**src/rtl/double_dabble_sequencer.sv**
```systemverilog
// rtl/double_dabble_sequencer.sv - iterative binary-to-BCD converter, one bit per clock (optional DOUBLE_DABBLE_SEQ_BACK_TO_BACK_EN)
module double_dabble_sequencer #(
    parameter int BIN_WIDTH  = 16,
    parameter int BCD_DIGITS = 5
) (
    input  logic                      clk,
    input  logic                      rst,
    input  logic                      in_valid,
    output logic                      in_ready,
    input  logic [BIN_WIDTH-1:0]      in_data,
    output logic                      out_valid,
    input  logic                      out_ready,
    output logic [4*BCD_DIGITS-1:0]   out_bcd,
    output logic                      busy
);

    localparam int BCD_W = 4 * BCD_DIGITS;
    localparam int SR_W  = BCD_W + BIN_WIDTH;
    localparam int CNT_W = $clog2(BIN_WIDTH + 1);

    function automatic longint unsigned pow10(input int n);
        longint unsigned r;
        r = 64'd1;
        for (int i = 0; i < n; i++) begin
            r = r * 64'd10;
        end
        return r;
    endfunction

    // Reject configurations whose digit count cannot hold the largest input.
    if (BIN_WIDTH < 1 || BIN_WIDTH > 32) begin : g_bad_width
        $error("double_dabble_sequencer: BIN_WIDTH must be in 1..32");
    end
    if (pow10(BCD_DIGITS) <= ((64'd1 << BIN_WIDTH) - 64'd1)) begin : g_bad_digits
        $error("double_dabble_sequencer: BCD_DIGITS too small for BIN_WIDTH");
    end

    typedef enum logic [1:0] {
        IDLE  = 2'd0,
        SHIFT = 2'd1,
        DONE  = 2'd2
    } state_t;

    state_t           state;
    logic [SR_W-1:0]  sr;
    logic [SR_W-1:0]  sr_adj;
    logic [CNT_W-1:0] cnt;
    logic             in_ready_q;
    logic             out_valid_q;
    logic             busy_q;

    // Adjust every BCD digit (+3 when above 4) ahead of the shift; digits never carry.
    always_comb begin
        sr_adj = sr;
        for (int i = 0; i < BCD_DIGITS; i++) begin
            if (sr[BIN_WIDTH + 4*i +: 4] > 4'd4) begin
                sr_adj[BIN_WIDTH + 4*i +: 4] = sr[BIN_WIDTH + 4*i +: 4] + 4'd3;
            end
        end
    end

    // Sequencer: load on accept, shift BIN_WIDTH times, hold result until taken.
    always_ff @(posedge clk) begin
        if (rst) begin
            state       <= IDLE;
            sr          <= '0;
            cnt         <= '0;
            in_ready_q  <= 1'b1;
            out_valid_q <= 1'b0;
            busy_q      <= 1'b0;
        end else begin
            case (state)
                IDLE: begin
                    if (in_valid) begin
                        sr         <= {{BCD_W{1'b0}}, in_data};
                        cnt        <= CNT_W'(BIN_WIDTH);
                        state      <= SHIFT;
                        in_ready_q <= 1'b0;
                        busy_q     <= 1'b1;
                    end
                end
                SHIFT: begin
                    sr  <= sr_adj << 1;
                    cnt <= cnt - CNT_W'(1);
                    if (cnt == CNT_W'(1)) begin
                        state       <= DONE;
                        out_valid_q <= 1'b1;
                    end
                end
                DONE: begin
                    if (out_ready) begin
`ifdef DOUBLE_DABBLE_SEQ_BACK_TO_BACK_EN
                        if (in_valid) begin
                            sr          <= {{BCD_W{1'b0}}, in_data};
                            cnt         <= CNT_W'(BIN_WIDTH);
                            state       <= SHIFT;
                            out_valid_q <= 1'b0;
                        end else begin
                            state       <= IDLE;
                            out_valid_q <= 1'b0;
                            busy_q      <= 1'b0;
                            in_ready_q  <= 1'b1;
                        end
`else
                        state       <= IDLE;
                        out_valid_q <= 1'b0;
                        busy_q      <= 1'b0;
                        in_ready_q  <= 1'b1;
`endif
                    end
                end
                default: begin
                    state       <= IDLE;
                    in_ready_q  <= 1'b1;
                    out_valid_q <= 1'b0;
                    busy_q      <= 1'b0;
                end
            endcase
        end
    end

`ifdef DOUBLE_DABBLE_SEQ_BACK_TO_BACK_EN
    // While a result is waiting, a new input can ride on the same handshake edge.
    assign in_ready = in_ready_q | (out_valid_q & out_ready);
`else
    assign in_ready = in_ready_q;
`endif

    assign out_valid = out_valid_q;
    assign busy      = busy_q;
    assign out_bcd   = sr[SR_W-1 -: BCD_W];

endmodule

```
**config.mk**
```make
export PLATFORM = sky130hd
export DESIGN_NAME = double_dabble_sequencer
export DESIGN_NICKNAME = d
export VERILOG_FILES = /design/src/rtl/double_dabble_sequencer.sv
export SDC_FILE = /design/constraint.sdc
export NUM_CORES = 1
export LEC_CHECK = 0
export BUFFER_PORTS_ARGS = -buffer_cell sky130_fd_sc_hd__buf_2
export CAP_MARGIN = 20
export CORE_ASPECT_RATIO = 0.6
export CORE_MARGIN = 5
export CORE_UTILIZATION = 60
export CTS_CLUSTER_DIAMETER = 40
export DETAILED_ROUTE_END_ITERATION = 12
export PLACE_DENSITY = 0.84
export SYNTH_ARGS = -nofsm -noshare
export SYNTH_HDL_FRONTEND = slang
export SYNTH_SLANG_ARGS = --single-unit
```
**constraint.sdc**
```tcl
create_clock -name clk -period 2.4 [get_ports clk]
set_clock_uncertainty 0.1 [all_clocks]
set_input_delay 0.12 -clock clk [delete_from_list [all_inputs] [get_ports clk]]
set_output_delay 0.12 -clock clk [all_outputs]
set_load 0.01 [all_outputs]
```
### Word level (Yosys, flattened, before mapping)

Index checks and enable logic that the tools add are counted.

* add/subtract/negate cells: 6
* $lt $le $gt $ge: 5
* equality and inequality tests: 6
* mux-type cells: 21
* bitwise operators: 2
* reduce and logical (&&, ||, !) cells: 6

Operators with widths (number)
* $pmux W36 S2: 1
* $mux W36: 1
* $gt A4 B3 Y1 const B: 5
* $add A4 B2 Y4 const B: 4
* $mux W4: 4
* $pmux W5 S2: 1
* $pmux W1 S3: 3
* $reduce_and A3 Y1: 3
* $mux W2: 3
* $ne A2 B2 Y1 const B: 3
* $pmux W2 S3: 1
* $eq A5 B1 Y1 const B: 1
* $mux W1: 5
* $mux W5: 1
* $sub A5 B1 Y5 const B: 1
* $add A3 B2 Y3 const B: 1
* $mux W3: 1
* $eq A2 B1 Y1 const B: 1
* $eq A2 B2 Y1 const B: 1
* $logic_not A2 Y1: 1
* $not A1 Y1: 2
* $reduce_and A2 Y1: 1
* $reduce_bool A2 Y1: 1

* register bits after elaboration: 46
* input bits: 20
* output and inout port bits: 23
* word-level logic and storage cells: 52

### Depth between registers and ports, before layout

* word-level depth: 3
* mapped depth: 6
* gate-level depth less buffers: 6

### Least setup slack after synthesis

OpenSTA, ideal clock, no wires.

* path type: register -> register
* from: register sr[24]
* to: register sr[26]
* setup time: 0.117 ns
* arrival time: 1.179 ns
* required time: 2.183 ns
* slack: 1.004 ns
* cell stages (with the launch flop): 7
* path buffers: 0
* period minus slack after synthesis: 1.396 ns
* cell sequence: dfxtp_1 inv_1 ha_1 inv_1 a21oi_1 mux2i_1 a22o_1

* cells in the longest elaborated chain, start to end: 3
* elaborated cells between the ends (all ways): 4
* those cells by class: add/sub: 1; order compare: 1; mux: 2

RTL lines
* from (decl): line 45 `logic [SR_W-1:0] sr;`
* from (signal assigned): line 75 `sr <= {{BCD_W{1'b0}}, in_data};`
* from (signal assigned): line 83 `sr <= sr_adj << 1;`
* $add A4 B2 Y4 or $gt A4 B3 Y1 (tied branches): line 57, 56
* $mux W4 (*): line 56 `if (sr[BIN_WIDTH + 4*i +: 4] > 4'd4) begin`
* $pmux W36 S2 (*): line 72 `case (state)`

Every way passes the cells marked *; elsewhere a longest branch is shown, timed or not.
A chain may end at the register's enable or synchronous reset.

### Worst setup path in the final report

* from: register state[0]
* to: register sr[17]

* cells in the longest elaborated chain, start to end: 3
* elaborated cells between the ends (all ways): 6
* those cells by class: eq/ne: 2; mux: 1; reduce/logical: 3

RTL lines
* from (decl): line 44 `state_t state;`
* from (signal assigned): line 65 `state <= IDLE;`
* from (signal assigned): line 77 `state <= SHIFT;`
* from (signal assigned): line 86 `state <= DONE;`
* $eq A2 B1 Y1 or $logic_not A2 Y1 (tied branches): line 72
* $reduce_bool A2 Y1 (no source line) or $ne A2 B2 Y1 (tied branches)
* $reduce_and A2 Y1 (no source line)

Several ways; a longest one is shown, not always the timed one.

==> summary.txt <==
Status
  • Status: completed

Pwr
  • Tot Pwr: roughly 1700 µW
  • PwrDens: ~610 nW/µm²
  • Worst VDD drop: roughly 0.00032 V
  • P_leak: between 0.001 and 0.0015 µW

Clocking
  • Num CTS Buffers: 5
  • CTS tree: yes
  • Sink Count: 46
  • Hold buffer count at CTS: 0
  • Postcts setup bufs: 0
  • H-tree depth: 2
  • Post-CTS Resized: 0
  • Clock transition at path regs: around 90 ps
  • Clock Path Buffers: 2
  • Clock root buffer: clkbuf_8
  • Worst skew pair latency: 290 ps

STA
  • Peak Freq: 0.578 GHz
  • Hold WS: between 40 and 50 ps
  • Final Setup Violations: 0
  • Final worst-path cycle share: 0.721
  • Setup TNS: 0 ps
  • Final slew viol count: 0
  • Final WS setup: approximately 670 ps
  • Slew headroom: 0.452
  • Min cycle time layout: between 1500 and 2000 ps
  • Worst Tran Pin Value: between 800 and 900 ps
  • RSZ-0062 raised after global routing: false
  • Final Hold Violating Endpoints: 0

Synthesis
  • Asr flop ratio synth: 0
  • Synthesized netlist cell count: approximately 310
  • Post-synthesis average cell area: 8.21 µm²
  • Cell area after synthesis: roughly 2600 µm²
  • Synth top area share: 0.359
  • Syn Nets: 340
  • Register area share after synthesis: 0.359
  • Synth top area cells: dfxtp_1, nor2_1, a21oi_1, buf_4, ha_1
  • EDFF count, synth: 0
  • Yosys reg bits: 46
  • Yosys top cell by area: dfxtp_1
  • Synth cell types: just over 40
  • Count of synthesis-stage warnings from yosys: 0
  • Ys flop type: dfxtp_1

Routing
  • Antenna viol nets, final: 0
  • Drt wl/cell: about 14 µm
  • Vias: 2095
  • Initial drt markers: about 80
  • Post-Route WL: approximately 5.2 mm
  • Vias per cell: around 5.4
  • Drt drc: 0
  • Drt first pass iters: 5

Worst setup path
  • Worst path required time: between 2000 and 3000 ps
  • Crit path capture type: register
  • R2R depth: 3
  • Worst path max stage delay: between 600 and 700 ps
  • RR Startpoint: state[0]
  • Crit-path cells: nand2b_1, nor2_1, a22o_1
  • Slowest-stage cell, CP: nor2_1
  • Crit path from: state[0]
  • CP Launch Type: register
  • Setup crit end: sr[17]
  • CP Max Fanout: 14
  • Crit Reg-Reg Endpoint: sr[17]
  • WS Path Type: register to register
  • Critical Path AT: about 1900 ps
  • Flop-to-flop setup slack: roughly 670 ps

Run
  • MaxCap Viol Count: 0

Die
  • # rows: 18
  • Die W: around 94 µm
  • Placeable Area: slightly above 4000 µm²
  • Io pins: 43
  • Die area: between 5000 and 6000 µm²
  • Die outline height: between 60 and 70 µm
  • Initial Utilization: 0.622

Placed design
  • Number of port buffers: 42
  • DP HPWL: roughly 3.8 mm
  • Pre-CTS WS: a little under 700 ps
  • DP Area: 2610 µm²
  • Routability congestion estimate: approximately 0.83

Layout
  • Share of post-route cells with drive strength above 1: 0.202
  • Area growth from synthesis to layout: 6.25%
  • Antenna diode count: 0
  • Final nets: approximately 350
  • Commonest non-fill, non-tap cell in the layout: nor2_1
  • Most frequent cells in the layout: nor2_1, dfxtp_1, buf_2
  • Post-route cell area: approximately 2700 µm²
  • Multi-input logic area: approximately 1300 µm²
  • Layout fillers: 363
  • Sequential Area: roughly 920 µm²

Global route
  • Overall Global Routing Usage: 0.197
  • Initial antenna violation count: 0
  • Grt ovf: 0
  • Vias in the first global route: around 2000
  • First-pass GRT wire length: around 9 mm
  • Pin count of the biggest net entering global routing: 30

Hold path
  • Min-delay src: out_ready
  • Worst hold-check path type: input pin to register
kinds of logic (layout without fill, tap and decap cells):
group | after synthesis | count (layout) | synth area share
simple gates | 96 | 96 | 0.171
compound gates | 85 | 85 | 0.242
buf+inv | 64 | 79 | 0.141
flops | 46 | 46 | 0.359
fa+ha+maj | 8 | 8 | 0.0391
xor+xnor | 8 | 8 | 0.0273
mux | 5 | 5 | 0.0195
through the flow:
stage,cells,utilization
after global placement,379,0.633
after floorplan,312,-
after detailed placement,379,0.633
after CTS,387,0.661
final,387,0.661
after global routing,387,0.661
layer usage:
layer  track usage  share of wire
met4        0.0494         0.0073
met1         0.274           0.50
met2         0.314           0.44
met3        0.0458          0.054
met5             0              0
report_power, final:
group	total [µW]	leakage (µW)	switching, µW	internal, µW
Sequential	846	0.000377	37.5	808
Combinational	244	0.000778	143	101
Clock	580	0.0000585	268	312
how the worst min path moves through the flow:
stage	slack, ps	cells after the start	endpoint
final	50	4	state[1]
after global routing	70	4	state[1]
after CTS	40	4	state[1]
after detailed placement	350	4	state[1]
after global placement	350	4	state[1]
after floorplan	200	3	state[1]
worst max-delay path: cells and delay by family, from the launching register on:
family	cells	cell delay, ps
compound gates	1	230
flops	1	570
simple gates	2	790
area by class of cell:
type / count / share of cell area
Inverter: 25 / 0.0345
Multi-Input combinational cell: 202 / 0.470
Clock inverter: 3 / 0.0161
Clock buffer: 5 / 0.0253
Tap cell: 60 / 0.0276
Sequential cell: 46 / 0.338
Timing Repair Buffer: 46 / 0.0882
cells in the mapped netlist (4+ instances only):
cell,instances
nand3_1,5
nor2b_1,8
inv_1,24
nor2_1,55
nor3_1,10
buf_4,23
xnor2_1,5
a22o_1,11
ha_1,8
a21oi_1,35
buf_2,10
nand2_1,7
o21ai_0,7
dfxtp_1,46
mux2i_1,5
o21ai_1,5
o221a_1,6
a2111oi_2,4
registers in the layout (all words and copies together), names as in the netlist:
| register | flops |
|---|---|
| sr | 36 |
| cnt | 5 |
| state | 2 |
| busy | 1 |
| in_ready | 1 |
| out_valid | 1 |
Power figures use the tool's default switching activity.
